**src/rtl/spi_frame_controller.sv**
```systemverilog
// spi_frame_controller: runs CMD/LEN framed register reads and writes popped from the SPI RX FIFO
// Ports: clk, rst (sync, active-high); rx_empty/rx_rd/rx_data = RX FIFO pop side;
//        tx_full/tx_wr/tx_data = TX FIFO push side; reg_addr/reg_wdata/reg_we/reg_re/reg_rdata = register bus;
//        busy = FSM not idle; timeout_err = sticky stall-abort flag, cleared by err_clr.
// Optional: define SPI_FRAME_CTRL_ACK_EN to push 0xA5 and the final address after every write frame.
module spi_frame_controller #(
    parameter int FIFO_RD_LAT = 1,
    parameter int REG_RD_LAT  = 1,
    parameter int TIMEOUT     = 65535
) (
    input  logic       clk,
    input  logic       rst,
    input  logic       rx_empty,
    output logic       rx_rd,
    input  logic [7:0] rx_data,
    input  logic       tx_full,
    output logic       tx_wr,
    output logic [7:0] tx_data,
    output logic [6:0] reg_addr,
    output logic [7:0] reg_wdata,
    output logic       reg_we,
    output logic       reg_re,
    input  logic [7:0] reg_rdata,
    output logic       busy,
    output logic       timeout_err,
    input  logic       err_clr
);
    typedef enum logic [3:0] {IDLE, GET_LEN, WR_DATA, RD_REQ, RD_WAIT, TX_PUSH, DONE, ACK_HDR, ACK_ADDR} state_t;
    state_t      state, state_n;
    logic        pend, pend_n, cmd_wr, cmd_wr_n;
    logic [7:0]  dly, dly_n, cnt, cnt_n, rdata, rdata_n, wdata_n, tx_data_n;
    logic [6:0]  addr_n;
    logic [15:0] tout, tout_n;
    logic        err_n, rx_rd_n, tx_wr_n, reg_we_n, reg_re_n;
    logic        got, pop_ok, stall, act;

    assign busy = state != IDLE;

    always_comb begin
        state_n   = state;
        pend_n    = pend;
        dly_n     = dly != 8'd0 ? dly - 8'd1 : dly;
        cmd_wr_n  = cmd_wr;
        cnt_n     = cnt;
        addr_n    = (reg_we || reg_re) ? reg_addr + 7'd1 : reg_addr;
        wdata_n   = reg_wdata;
        rdata_n   = rdata;
        tx_data_n = tx_data;
        err_n     = err_clr ? 1'b0 : timeout_err;
        rx_rd_n   = 1'b0;
        tx_wr_n   = 1'b0;
        reg_we_n  = 1'b0;
        reg_re_n  = 1'b0;
        stall     = 1'b0;
        act       = rx_rd || tx_wr || reg_we || reg_re;
        tout_n    = tout;
        // a popped byte is on rx_data once the latency countdown expires
        got       = pend && dly == 8'd0;
        pop_ok    = !pend && !rx_empty;
        if (got) pend_n = 1'b0;
        case (state)
            IDLE: begin
                if (got) begin
                    cmd_wr_n = rx_data[7];
                    addr_n   = rx_data[6:0];
                    state_n  = GET_LEN;
                end else rx_rd_n = pop_ok;
            end
            GET_LEN: begin
                if (got) begin
                    cnt_n   = rx_data;
                    state_n = rx_data == 8'd0 ? DONE : cmd_wr ? WR_DATA : RD_REQ;
                end else if (!pend) begin
                    stall   = rx_empty;
                    rx_rd_n = !rx_empty;
                end
            end
            WR_DATA: begin
                // the next pop may be issued while the previous write strobe is out
                if (reg_we && cnt == 8'd0) state_n = DONE;
                else if (got) begin
                    wdata_n  = rx_data;
                    reg_we_n = 1'b1;
                    cnt_n    = cnt - 8'd1;
                end else if (!pend) begin
                    stall   = rx_empty;
                    rx_rd_n = !rx_empty;
                end
            end
            RD_REQ: begin
                reg_re_n = 1'b1;
                state_n  = RD_WAIT;
            end
            RD_WAIT: begin
                if (dly == 8'd0) begin
                    rdata_n = reg_rdata;
                    cnt_n   = cnt - 8'd1;
                    state_n = TX_PUSH;
                end
            end
            TX_PUSH: begin
                // leave only after the push cycle so tx_full reflects our own write
                if (tx_wr) state_n = cnt == 8'd0 ? DONE : RD_REQ;
                else if (tx_full) stall = 1'b1;
                else begin
                    tx_wr_n   = 1'b1;
                    tx_data_n = rdata;
                end
            end
            DONE: begin
`ifdef SPI_FRAME_CTRL_ACK_EN
                state_n = cmd_wr ? ACK_HDR : IDLE;
`else
                state_n = IDLE;
`endif
            end
            ACK_HDR: begin
                if (tx_wr) state_n = ACK_ADDR;
                else if (tx_full) stall = 1'b1;
                else begin
                    tx_wr_n   = 1'b1;
                    tx_data_n = 8'hA5;
                end
            end
            ACK_ADDR: begin
                if (tx_wr) state_n = IDLE;
                else if (tx_full) stall = 1'b1;
                else begin
                    tx_wr_n   = 1'b1;
                    tx_data_n = {1'b0, reg_addr};
                end
            end
            default: state_n = IDLE;
        endcase
        if (rx_rd_n) begin
            pend_n = 1'b1;
            dly_n  = 8'(FIFO_RD_LAT);
        end
        if (reg_re_n) dly_n = 8'(REG_RD_LAT);
        if (act) tout_n = 16'd0;
        else if (stall) tout_n = tout + 16'd1;
        if (stall && !act && tout == 16'(TIMEOUT - 1)) begin
            state_n = IDLE;
            pend_n  = 1'b0;
            err_n   = 1'b1;
            tout_n  = 16'd0;
        end
    end

    always_ff @(posedge clk) begin
        if (rst) begin
            state       <= IDLE;
            pend        <= 1'b0;
            dly         <= 8'd0;
            cmd_wr      <= 1'b0;
            cnt         <= 8'd0;
            rdata       <= 8'd0;
            tout        <= 16'd0;
            rx_rd       <= 1'b0;
            tx_wr       <= 1'b0;
            tx_data     <= 8'd0;
            reg_addr    <= 7'd0;
            reg_wdata   <= 8'd0;
            reg_we      <= 1'b0;
            reg_re      <= 1'b0;
            timeout_err <= 1'b0;
        end else begin
            state       <= state_n;
            pend        <= pend_n;
            dly         <= dly_n;
            cmd_wr      <= cmd_wr_n;
            cnt         <= cnt_n;
            rdata       <= rdata_n;
            tout        <= tout_n;
            rx_rd       <= rx_rd_n;
            tx_wr       <= tx_wr_n;
            tx_data     <= tx_data_n;
            reg_addr    <= addr_n;
            reg_wdata   <= wdata_n;
            reg_we      <= reg_we_n;
            reg_re      <= reg_re_n;
            timeout_err <= err_n;
        end
    end
endmodule
```
**config.mk**
```make
export PLATFORM = sky130hd
export DESIGN_NAME = spi_frame_controller
export DESIGN_NICKNAME = d
export VERILOG_FILES = /design/src/rtl/spi_frame_controller.sv
export SDC_FILE = /design/constraint.sdc
export NUM_CORES = 1
export LEC_CHECK = 0
export CORE_ASPECT_RATIO = 1.4
export CORE_UTILIZATION = 40
export DETAILED_ROUTE_END_ITERATION = 8
export GPL_ROUTABILITY_DRIVEN = 0
export GPL_TIMING_DRIVEN = 0
export SETUP_SLACK_MARGIN = 0.1
export SYNTH_ARGS = -nofsm -noshare
export SYNTH_HDL_FRONTEND = slang
export SYNTH_SLANG_ARGS = --single-unit
```
**constraint.sdc**
```tcl
create_clock -name clk -period 5.45 [get_ports clk]
set_input_delay 1.3625 -clock clk [delete_from_list [all_inputs] [get_ports clk]]
set_output_delay 1.3625 -clock clk [all_outputs]
set_load 0.02 [all_outputs]
```
**Word-level counts from Yosys, hierarchy flattened**

Index checks and enable logic that the tools add are counted.

- Add/subtract/negate cells: 4
- Multiply operators: 0
- Divide/modulo/power cells: 0
- Order comparisons: 0
- Eq/ne operators: 23
- Shift-type cells: 0
- Mux-type cells: 47
- Bitwise logic cells: 3
- Reductions and logical operators: 35

Operators by type and width:

| kind | number |
|---|---|
| 8-bit two-way mux | 10 |
| 8-bit case mux with 3 select lines | 2 |
| 4-bit case mux with 8 select lines | 1 |
| 2-bit != test (second input constant) | 15 |
| 4-bit two-way mux | 7 |
| 8-bit logical NOT | 3 |
| 7-bit two-way mux | 3 |
| 1-bit two-way mux | 20 |
| 16-bit by 1-bit adder with 16-bit output (second input constant) | 1 |
| 16-bit equality test (second input constant) | 1 |
| 8-bit by 1-bit subtractor with 8-bit output (second input constant) | 2 |
| 3-bit OR reduction | 5 |
| 7-bit AND reduction | 2 |
| 4-bit by 3-bit equality test with 1-bit output (second input constant) | 3 |
| 3-bit nonzero test | 3 |
| 4-bit by 2-bit equality test with 1-bit output (second input constant) | 2 |
| 8-bit nonzero test | 1 |
| 7-bit by 1-bit adder with 7-bit output (second input constant) | 1 |
| 3-bit two-way mux | 2 |
| 1-bit case mux with 3 select lines | 2 |
| 1-bit logical AND | 5 |
| 5-bit AND reduction | 1 |
| 4-bit by 1-bit equality test with 1-bit output (second input constant) | 1 |
| 4-bit equality test (second input constant) | 1 |
| other kinds (9) | 18 |

- Register bits: 74
- Bits in latches: 0
- Bits in writable memories: 0
- Bits in read-only memories: 0
- Input bits: 21
- Output and inout port bits: 29
- Logic and storage cells: 128
- Memories kept: 0

**Longest topological paths before layout**

Gate-level depths: netlist of run 1.

- Word-level depth: 8
- Gate-level depth with buffers: 9

**Worst setup path after synthesis of run 1**

Ideal clock, no wire load.

- Kind: input -> register
- From: input port rx_empty
- To: register tout[12]
- Setup time: 0.070 ns
- Data arrival time: 2.831 ns
- Setup slack: 2.549 ns
- Cell stages on the path: 7
- Path buffers: 2
- Cell sequence: nand2_1 -> or3_1 -> clkbuf_1 -> and3_4 -> buf_6 -> or4_1 -> a21oi_1

- Word-level cells in the longest chain between the ends: 7

Ends and longest elaborated chain:

| item | line | source |
|---|---|---|
| from (decl) | 13 | `input logic rx_empty,` |
| 1-bit two-way mux * | 73, 85 |  |
| 1-bit two-way mux * | 81 | `else if (got) begin` |
| 1-bit two-way mux | 80 | `if (reg_we && cnt == 8'd0) state_n = DONE;` |
| 1-bit case mux with 3 select lines * | 61 | `case (state)` |
| 1-bit logical AND (2 in series) | 142 | `if (stall && !act && tout == 16'(TIMEOUT - 1)) begin` |
| 3-bit OR reduction (no line) | - |  |
| to (signal assigned) | 174 | `tout <= tout_n;` |
| to (decl) | 33 | `logic [15:0] tout, tout_n;` |

Mark *: on every way between the ends. The rest lies on a longest branch, timed or not.
A chain may end at the register's enable or synchronous reset.

**Final worst setup path of run 1**

- From: register state[0]
- To: output port busy

- Word-level cells in the longest chain between the ends: 1

Ends and longest elaborated chain:

| item | line | source |
|---|---|---|
| from (decl) | 29 | `state_t state, state_n;` |
| from (signal assigned) | 168 | `state <= state_n;` |
| 4-bit nonzero test | 37 | `assign busy = state != IDLE;` |
| to (decl) | 24 | `output logic busy,` |

No other way between the ends.

==> results.json, run 1 <==
{
  "maxCapViolations": 0,
  "start_util_pct": 41.4,
  "setup_slack_ns": 2.01,
  "comb_power_share_pct": 32.8,
  "yosysSeqAreaShare_pct": 39.4,
  "violations": "design-rule violations",
  "post_cts_buffers": 0,
  "synth_xor_area_share_pct": 5.36,
  "synth-edff-count": 0,
  "overflow": 0,
  "port_buffers": 49,
  "worst_pin_slew_ns": 0.903,
  "clock-sinks": 74,
  "power_frac_seq_pct": 36.5,
  "synth-adder-area-share_pct": 2.00,
  "fp-row-count": 41,
  "totalWireLength_um": 10200,
  "r2r_slack_ns": 2.56,
  "design.portCount": 50,
  "synth_top_family_by_area": "simple AND/OR/NAND/NOR gates",
  "syn_area_per_cell_um2": 8.40,
  "synth_async_sr_flop_share_pct": 0,
  "num_vias": 3536,
  "synth_compound_area_share_pct": 19.9,
  "num_antenna_cells": 0,
  "clock_path_buffers": 2,
  "fill_cells": 885,
  "fmax_mhz": 291,
  "power_density_mw_per_mm2": 404,
  "syn_area_mm2": 0.00376,
  "finalSetupViolCount": 0,
  "preCtsSetupSlack_ns": 1.83,
  "synth_top_area_share_pct": 39.4,
  "holdCritPathClass": "flop to flop",
  "drv_slew": 0,
  "yosysWarnings": 0,
  "dp_hpwl_um": 7370,
  "worst-setup-path-type": "flop to output pin",
  "postCtsHoldBufs": 0,
  "intPower_w": 0.00122,
  "postCtsResizedCells": 0,
  "multi_input_area_mm2": 0.00210,
  "insertion_delay_ns": 0.34,
  "vias_per_cell": 5.70,
  "ff2ff_path_depth": 8,
  "antenna_left": 0,
  "finalHoldViolCount": 0,
  "synth-seq-cells": 74,
  "r2r_start": "cnt[0]",
  "syn_nets": 475,
  "tns_ns": 0,
  "crit_start": "state[0]",
  "htree_levels": 3,
  "fin_nets": 535,
  "routed-wl-met2_um": 5350,
  "routedWlPerCell_um": 16.5,
  "clockPowerShare_pct": 30.7,
  "design.core.area_mm2": 0.00908,
  "p_switching_w": 0.000670,
  "path_max_fanout": 10,
  "drt_iter0_drc": 188,
  "yosysTopAreaCell": "dfxtp_1",
  "finClkSkew_ns": 0.00524,
  "clk_pin_slew_ns": 0.06,
  "ir_worst_vdd_mv": 0.205,
  "grt_pass1_vias": 3368,
  "grt_pass1_wl_um": 16700,
  "drt_drc_violations_left": 2,
  "top_layer": "met4",
  "muxShareOfSynthArea_pct": 4.52,
  "grt_max_degree": 13,
  "critPathLaunchType": "flop",
  "wl_met1_um": 4280,
  "drive_gt1_share_pct": 4.68,
  "r2r_end": "cnt[1]",
  "area.growth.synth_to_final_pct": 24.2,
  "cts-buffers-inserted": 9,
  "die-width_um": 84.0,
  "synth_flop_cell": "dfxtp_1",
  "cts_root_buf": "clkbuf_16",
  "rsz0062_at_grt": "no",
  "final_common_cell": "dfxtp_1",
  "layout_common_cells": "dfxtp_1 (74), nor2_1 (62), clkdlybuf4s50_1 (49), nand2_1 (40), a21oi_1 (30)",
  "antenna_found_initial": 0,
  "worstPathRequired_ns": 4.09,
  "track_usage_pct": 21.9,
  "post-route-period-util_pct": 63.2,
  "max-slew-margin-rel_pct": 39.2,
  "synth_cell_types": 53,
  "leakagePower_nw": 1.69,
  "netlist_instances": 448,
  "min_period_ns": 3.44,
  "status": "finished, violations left",
  "wl_met3_um": 440,
  "p_sw_share_pct": 35.5,
  "die_y_um": 117,
  "endpoint": "busy",
  "cts_tree": "done",
  "cp-end-kind": "output pin",
  "dieArea_mm2": 0.00980,
  "synth-simple-area-share_pct": 24.1,
  "arrival_ns": 2.08,
  "drt_pass1_iterations": 7,
  "seq_area_mm2": 0.00148,
  "synthTopCellsByArea": "dfxtp_1 (39%), nor2_1 (6.2%), mux2i_1 (4.5%)"
}
==> synthesized netlist by cell type, types with 8 or more instances <==
| cell type | instances |
|---|---|
| nor2_1 | 62 |
| inv_1 | 12 |
| nand2_1 | 40 |
| dfxtp_1 | 74 |
| clkbuf_1 | 22 |
| nand2b_1 | 15 |
| nand3_1 | 10 |
| a211oi_1 | 18 |
| nor4_1 | 8 |
| xor2_1 | 8 |
| mux2i_1 | 17 |
| a21oi_1 | 30 |
| xnor2_1 | 15 |
==> flip-flops by register name (all words and copies together) (netlist names), 4 cells and up <==
| register | cells |
|---|---|
| cnt | 8 |
| dly | 8 |
| rdata | 8 |
| reg_addr | 7 |
| reg_wdata | 8 |
| state | 4 |
| tout | 16 |
| tx_data | 8 |
==> through the flow <==
step                instances  instance area (µm²)  total power [W]  hold slack (ns)  util, %
detailed placement        604                 4390          0.00131            0.448     48.3
floorplan                 448                 3760          0.00112            0.444        -
CTS                       620                 4670          0.00190            0.457     51.5
global placement          604                 4390          0.00130            0.442     48.3
finish                    620                 4670          0.00189            0.457     51.5
global route              620                 4670          0.00200            0.479     51.5
==> cell families after synthesis <==
kind of cell / after synthesis
muxes: 17
buffers and inverters: 40
AOI/OAI and AO/OA: 107
adders and majority gates: 6
DFF: 74
and+or+nand+nor: 181
xor gates and xnor gates: 23
==> worst max-delay path, stage by stage (launching register included) <==
cell and delay (ns):
dfxtp_1 0.44, clkbuf_1 0.37, nor2_1 0.19, nand2_1 0.13, clkdlybuf4s50_1 0.61
==> worst min-delay path by stage <==
| stage | startpoint | to | slack, ns | depth (start not counted) |
|---|---|---|---|---|
| 2_1_floorplan | dly[6] | dly[6] | 0.44 | 2 |
| 3_3_place_gp | reg_wdata[6] | reg_wdata[6] | 0.44 | 2 |
| 3_5_place_dp | reg_wdata[1] | reg_wdata[1] | 0.45 | 2 |
| 4_1_cts | reg_wdata[0] | reg_wdata[0] | 0.46 | 2 |
| 5_1_grt | reg_wdata[1] | reg_wdata[1] | 0.48 | 2 |
| 6_report | reg_wdata[1] | reg_wdata[1] | 0.46 | 2 |
==> final cells by class <==
cell class / count / area share [%]
clock buffer: 10 / 4.90
tap: 107 / 2.87
inverter: 12 / 0.964
multi-input combinational: 334 / 44.9
sequential: 74 / 31.7
timing repair buffer: 49 / 10.5
buffer: 28 / 2.92
clock inverter: 6 / 1.23
==> power by group through the flow <==
stage / combinational [W] / sequential [W] / clock [W]
after floorplan: 0.000423 / 0.000699 / 0
after global placement: 0.000605 / 0.000697 / 0
after detailed placement: 0.000613 / 0.000697 / 0
after CTS: 0.000619 / 0.000688 / 0.000588
after global routing: 0.000690 / 0.000700 / 0.000611
final: 0.000619 / 0.000688 / 0.000579
==> per-layer routing <==
layer  track usage, %  vias to the layer above
li1                 -                     1757
met1             24.5                     1684
met2             40.8                       84
met3             4.10                       11
met4             9.08                        0
met5                0                        -
No activity file was read; power rests on OpenSTA's default activity.
==> inputs of run 2 (changes only) <==
==> constraint.sdc (replaced) <==
create_clock -name clk -period 2.95 [get_ports clk]
set_input_delay 0.7375 -clock clk [delete_from_list [all_inputs] [get_ports clk]]
set_output_delay 0.7375 -clock clk [all_outputs]
set_load 0.02 [all_outputs]
==> run 2 against run 1 <==
The flow still finishes with violations (design-rule violations). Critical path depth is the same. Non-clock buffer count grew 1. Die area is the same. Sequential share of layout area shrank 0.24 points. Register-to-register slack lost 2.2 ns. Cell count grew 0.16%. Sequential power grew 86%. Combinational power grew 89%. Design area grew 0.78%. Clock skew is essentially flat. Worst setup slack lost 1.7 ns. First-iteration DRC count grew 14%. Critical path type unchanged. Highest routed layer unchanged.
==> results.json, run 2 (synthesis gave the netlist of run 1 again) <==
{
  "intPower_w": 0.00227,
  "stdcell_area_mm2": 0.00471,
  "post-route-period-util_pct": 91.1,
  "grt_pass1_wl_um": 16700,
  "worst_pin_slew_ns": 0.939,
  "drv_slew": 0,
  "clockPowerShare_pct": 30.4,
  "worstPathRequired_ns": 2.21,
  "violations": "design-rule violations",
  "routedWlPerCell_um": 16.5,
  "fp-row-count": 41,
  "grt_pass1_vias": 3368,
  "largest-register": "tout",
  "die_y_um": 117,
  "placed_area_mm2": 0.00439,
  "drive_gt1_share_pct": 6.23,
  "htree_levels": 3,
  "min_period_ns": 2.69,
  "worst-setup-path-type": "flop to output pin",
  "holdCritPathClass": "flop to flop",
  "cts_root_buf": "clkbuf_16",
  "finalHoldViolCount": 0,
  "ir_worst_vdd_mv": 0.389,
  "die-width_um": 84.0,
  "clock_path_buffers": 2,
  "maxCapViolations": 0,
  "power_density_mw_per_mm2": 748,
  "finalSetupViolCount": 0,
  "dieArea_mm2": 0.00980,
  "leakagePower_nw": 1.71,
  "area.growth.synth_to_final_pct": 25.2,
  "drt_drc_violations_left": 2,
  "power_frac_seq_pct": 36.3,
  "path_max_fanout": 10,
  "cp-end-kind": "output pin",
  "vias_per_cell": 5.68,
  "max-slew-margin-rel_pct": 36.9,
  "port_buffers": 49,
  "p_switching_w": 0.00125,
  "status": "finished, violations left",
  "design.portCount": 50,
  "insertion_delay_ns": 0.34,
  "dp_hpwl_um": 7370,
  "cts_tree": "done",
  "layout_common_cells": "dfxtp_1 (74), nor2_1 (62), clkdlybuf4s50_1 (49), nand2_1 (40), a21oi_1 (30)",
  "fmax_mhz": 372,
  "num_antenna_cells": 0,
  "fin_nets": 536,
  "drt_iter0_drc": 215,
  "track_usage_pct": 21.9,
  "postCtsHoldBufs": 0,
  "overflow": 0,
  "comb_power_share_pct": 33.3,
  "antenna_left": 0,
  "num_vias": 3529,
  "totalWireLength_um": 10300,
  "clk_pin_slew_ns": 0.06,
  "start_util_pct": 41.4,
  "finalPower_w": 0.00352,
  "cts-buffers-inserted": 9,
  "critPathLaunchType": "flop",
  "final_common_cell": "dfxtp_1",
  "fill_cells": 888,
  "arrival_ns": 1.95,
  "rsz0062_at_grt": "no",
  "clock-sinks": 74,
  "design.core.area_mm2": 0.00908,
  "drt_pass1_iterations": 9,
  "finClkSkew_ns": 0.00533,
  "largest_reg_flops": 16,
  "p_sw_share_pct": 35.6,
  "antenna_found_initial": 0,
  "grt_max_degree": 13
}
==> run 2: cell count changes in the layout (fill, tap and decap cells not counted) <==
cell	change
a31oi_2	+1
nor4_2	+1
nor4bb_2	+1
o22ai_1	-1
nor4_1	-1
nor4bb_1	-1
clkbuf_1	-3
a31oi_1	-1
buf_4	+1
o22ai_2	+1
clkbuf_2	+3
==> run 2: worst paths after layout <==
kind	slack, ns	endpoint	cells past startpoint	start
min reg2reg	0.46	reg_wdata[3]	2	reg_wdata[3]
min	0.46	reg_wdata[3]	2	reg_wdata[3]
max	0.26	busy	4	state[2]
max reg2reg	0.32	tout[14]	9	cnt[0]
==> run 2: per-layer routing <==
metal	track usage, %	share of wire (%)
met5	0	0
met2	40.8	52
met3	4.10	4.0
met4	9.08	1.7
met1	24.5	43
==> run 2: worst max-delay path: stages, from the launching register on <==
cell,delay (ns)
dfxtp_1,0.35
clkbuf_1,0.40
nor2_1,0.13
nand2_1,0.12
clkdlybuf4s50_1,0.61
==> run 2: through the flow <==
stage | worst slack [ns] | util (%) | std cells | setup TNS [ns] | hold WS (ns)
final | 0.261 | 51.9 | 621 | 0 | 0.459
after global routing | 0.135 | 51.9 | 621 | 0 | 0.479
after CTS | 0.123 | 51.5 | 620 | 0 | 0.457
after detailed placement | -0.0483 | 48.3 | 604 | -0.444 | 0.448
after global placement | -0.0396 | 48.3 | 604 | -0.374 | 0.442
after floorplan | 0.554 | - | 448 | 0 | 0.444
==> run 2: timing repair <==
item,in CTS,in global routing
setup endpoints to repair,0,25
setup buffers,0,1
resized for setup,0,10
==> run 2: final cells by class <==
class | instances | area [µm²] | area share, %
flip-flops and latches | 74 | 1480 | 31.5
repair buffers | 50 | 498 | 10.6
clock buffers | 10 | 229 | 4.86
multi-input cells | 334 | 2120 | 45.1
plain buffers | 28 | 140 | 2.98
clock inverters | 6 | 57.6 | 1.22
well taps | 107 | 134 | 2.84
inverters | 12 | 45.0 | 0.957
==> run 2: power by group through the flow <==
stage | sequential (W) | clock (W) | combinational [W]
finish | 0.00128 | 0.00107 | 0.00117
detailed placement | 0.00129 | 0 | 0.00113
global placement | 0.00129 | 0 | 0.00112
CTS | 0.00127 | 0.00109 | 0.00114
global route | 0.00130 | 0.00113 | 0.00130
floorplan | 0.00129 | 0 | 0.000781
==> inputs of run 3 (changes only) <==
--- a/config.mk
+++ b/config.mk
@@ -6,11 +6,13 @@
 export NUM_CORES = 1
 export LEC_CHECK = 0
 export CORE_ASPECT_RATIO = 1.4
-export CORE_UTILIZATION = 40
+export CORE_UTILIZATION = 30
 export DETAILED_ROUTE_END_ITERATION = 8
 export GPL_ROUTABILITY_DRIVEN = 0
 export GPL_TIMING_DRIVEN = 0
+export PLACE_DENSITY = 0.59
 export SETUP_SLACK_MARGIN = 0.1
+export SLEW_MARGIN = 30
 export SYNTH_ARGS = -nofsm -noshare
 export SYNTH_HDL_FRONTEND = slang
 export SYNTH_SLANG_ARGS = --single-unit
==> run 3 against run 2 <==
Flip-flop and latch count unchanged. Hold slack worse by 0.0019 ns. The flow now finishes without violations. Sequential share of layout area down 0.40 points. Fmax down 0.82%. Sequential power about the same. Highest routed layer unchanged. Critical path type unchanged. Wire length up 2.8%.
==> results.json, run 3 (synthesis gave the netlist of run 1 again) <==
{
  "start_util_pct": 30.7,
  "largest-register": "tout",
  "post-route-period-util_pct": 91.9,
  "fp-row-count": 48,
  "port_buffers": 49,
  "grt_pass1_wl_um": 17400,
  "postCtsResizedCells": 0,
  "drt_pass1_iterations": 4,
  "worst-setup-path-type": "flop to output pin",
  "leakagePower_nw": 1.71,
  "stdcell_area_mm2": 0.00477,
  "finClkSkew_ns": 0.00579,
  "cts-buffers-inserted": 9,
  "insertion_delay_ns": 0.34,
  "largest_reg_flops": 16,
  "cp-end-kind": "output pin",
  "status": "complete, no violations",
  "vias_per_cell": 5.44,
  "drv_slew": 0,
  "dp_hpwl_um": 7800,
  "overflow": 0,
  "placed_area_mm2": 0.00444,
  "rsz0062_at_grt": "no",
  "fill_cells": 1292,
  "track_usage_pct": 16.7,
  "critPathLaunchType": "flop",
  "critPathSlowestCell": "clkdlybuf4s50_1",
  "finalSetupViolCount": 0,
  "cp_cell_sequence": "clkbuf_1 > nor2_1 > nand2_1 > clkdlybuf4s50_1",
  "htree_levels": 3,
  "design.core.area_mm2": 0.0123,
  "antenna_left": 0,
  "grt_max_degree": 12,
  "totalWireLength_um": 10500,
  "ir_worst_vdd_mv": 0.389,
  "worstPathRequired_ns": 2.21,
  "design.portCount": 50,
  "die_y_um": 134,
  "fin_nets": 534,
  "worst_pin_slew_ns": 0.791,
  "post_cts_buffers": 0,
  "layout_common_cells": "dfxtp_1 (74), nor2_1 (62), clkdlybuf4s50_1 (49), nand2_1 (40), a21oi_1 (30)",
  "max-slew-margin-rel_pct": 46.9,
  "hold_slack_ns": 0.457,
  "drive_gt1_share_pct": 5.87,
  "die-width_um": 96.6,
  "cts_tree": "done",
  "clk_pin_slew_ns": 0.06,
  "power_density_mw_per_mm2": 749,
  "slowest_delay_ns": 0.61,
  "area.growth.synth_to_final_pct": 26.8,
  "drt_iter0_drc": 206,
  "final_common_cell": "dfxtp_1",
  "num_antenna_cells": 0,
  "cts_root_buf": "clkbuf_16",
  "min_period_ns": 2.71,
  "finalHoldViolCount": 0,
  "num_vias": 3596,
  "arrival_ns": 1.97,
  "holdCritPathClass": "flop to flop",
  "dieArea_mm2": 0.0130,
  "critical_path_buf_inv_count": 2,
  "drt_drc_violations_left": 0,
  "path_delay_family": "buffers and inverters",
  "antenna_found_initial": 0,
  "routedWlPerCell_um": 16.0,
  "path_max_fanout": 10,
  "fmax_mhz": 369,
  "maxCapViolations": 0,
  "grt_pass1_vias": 3547,
  "clock_path_buffers": 2,
  "fin_util_pct": 38.9,
  "postCtsHoldBufs": 0,
  "clock-sinks": 74
}
## run 3: metrics by stage
| step | cells | TNS (ns) | worst slack (ns) | total power, W |
|---|---|---|---|---|
| after floorplan | 448 | 0 | 0.554 | 0.00207 |
| after global placement | 647 | -0.921 | -0.0879 | 0.00240 |
| after detailed placement | 647 | -1.04 | -0.0972 | 0.00243 |
| after CTS | 662 | 0 | 0.156 | 0.00356 |
| after global routing | 661 | 0 | 0.116 | 0.00377 |
| final | 661 | 0 | 0.239 | 0.00357 |
## run 3: power breakdown
part | internal [W] | switching [W] | total (W)
clock | 0.000718 | 0.000416 | 0.00113
combinational | 0.000487 | 0.000667 | 0.00115
sequential | 0.00113 | 0.000159 | 0.00128
## run 3: path summary, 6_finish.rpt
kind                      from      endpoint  slack (ns)  depth (start not counted)
setup reg to reg        dly[0]        cnt[1]        0.28                          9
setup / recovery      state[2]          busy        0.24                          4
hold / removal    reg_wdata[0]  reg_wdata[0]        0.46                          2
hold reg to reg   reg_wdata[0]  reg_wdata[0]        0.46                          2
## run 3: layer usage
metal	up-vias	routed length (µm)	track usage (%)	share of wire, %
li1	1762	-	-	-
met1	1736	4320	18.5	41
met2	77	5610	31.4	53
met3	21	351	2.38	3.3
met4	0	268	7.05	2.5
met5	-	0	0	0
## run 3: final cells by class
cell class / count / area [µm²] / share of cell area [%]
timing repair buffer: 49 / 490 / 10.3
multi-input combinational: 334 / 2120 / 44.5
tap: 150 / 188 / 3.94
buffer: 27 / 135 / 2.83
clock buffer: 13 / 270 / 5.67
sequential: 74 / 1480 / 31.1
clock inverter: 2 / 35.0 / 0.735
inverter: 12 / 45.0 / 0.945
## run 3: worst reg2reg max path, stage by stage (launching register included)
cell and delay [ns]:
dfxtp_1 0.35, inv_1 0.08, ha_1 0.27, nor3b_2 0.20, and2_0 0.15, clkbuf_1 0.17
o22ai_1 0.60, a21o_1 0.20, clkbuf_1 0.35, mux2i_1 0.23
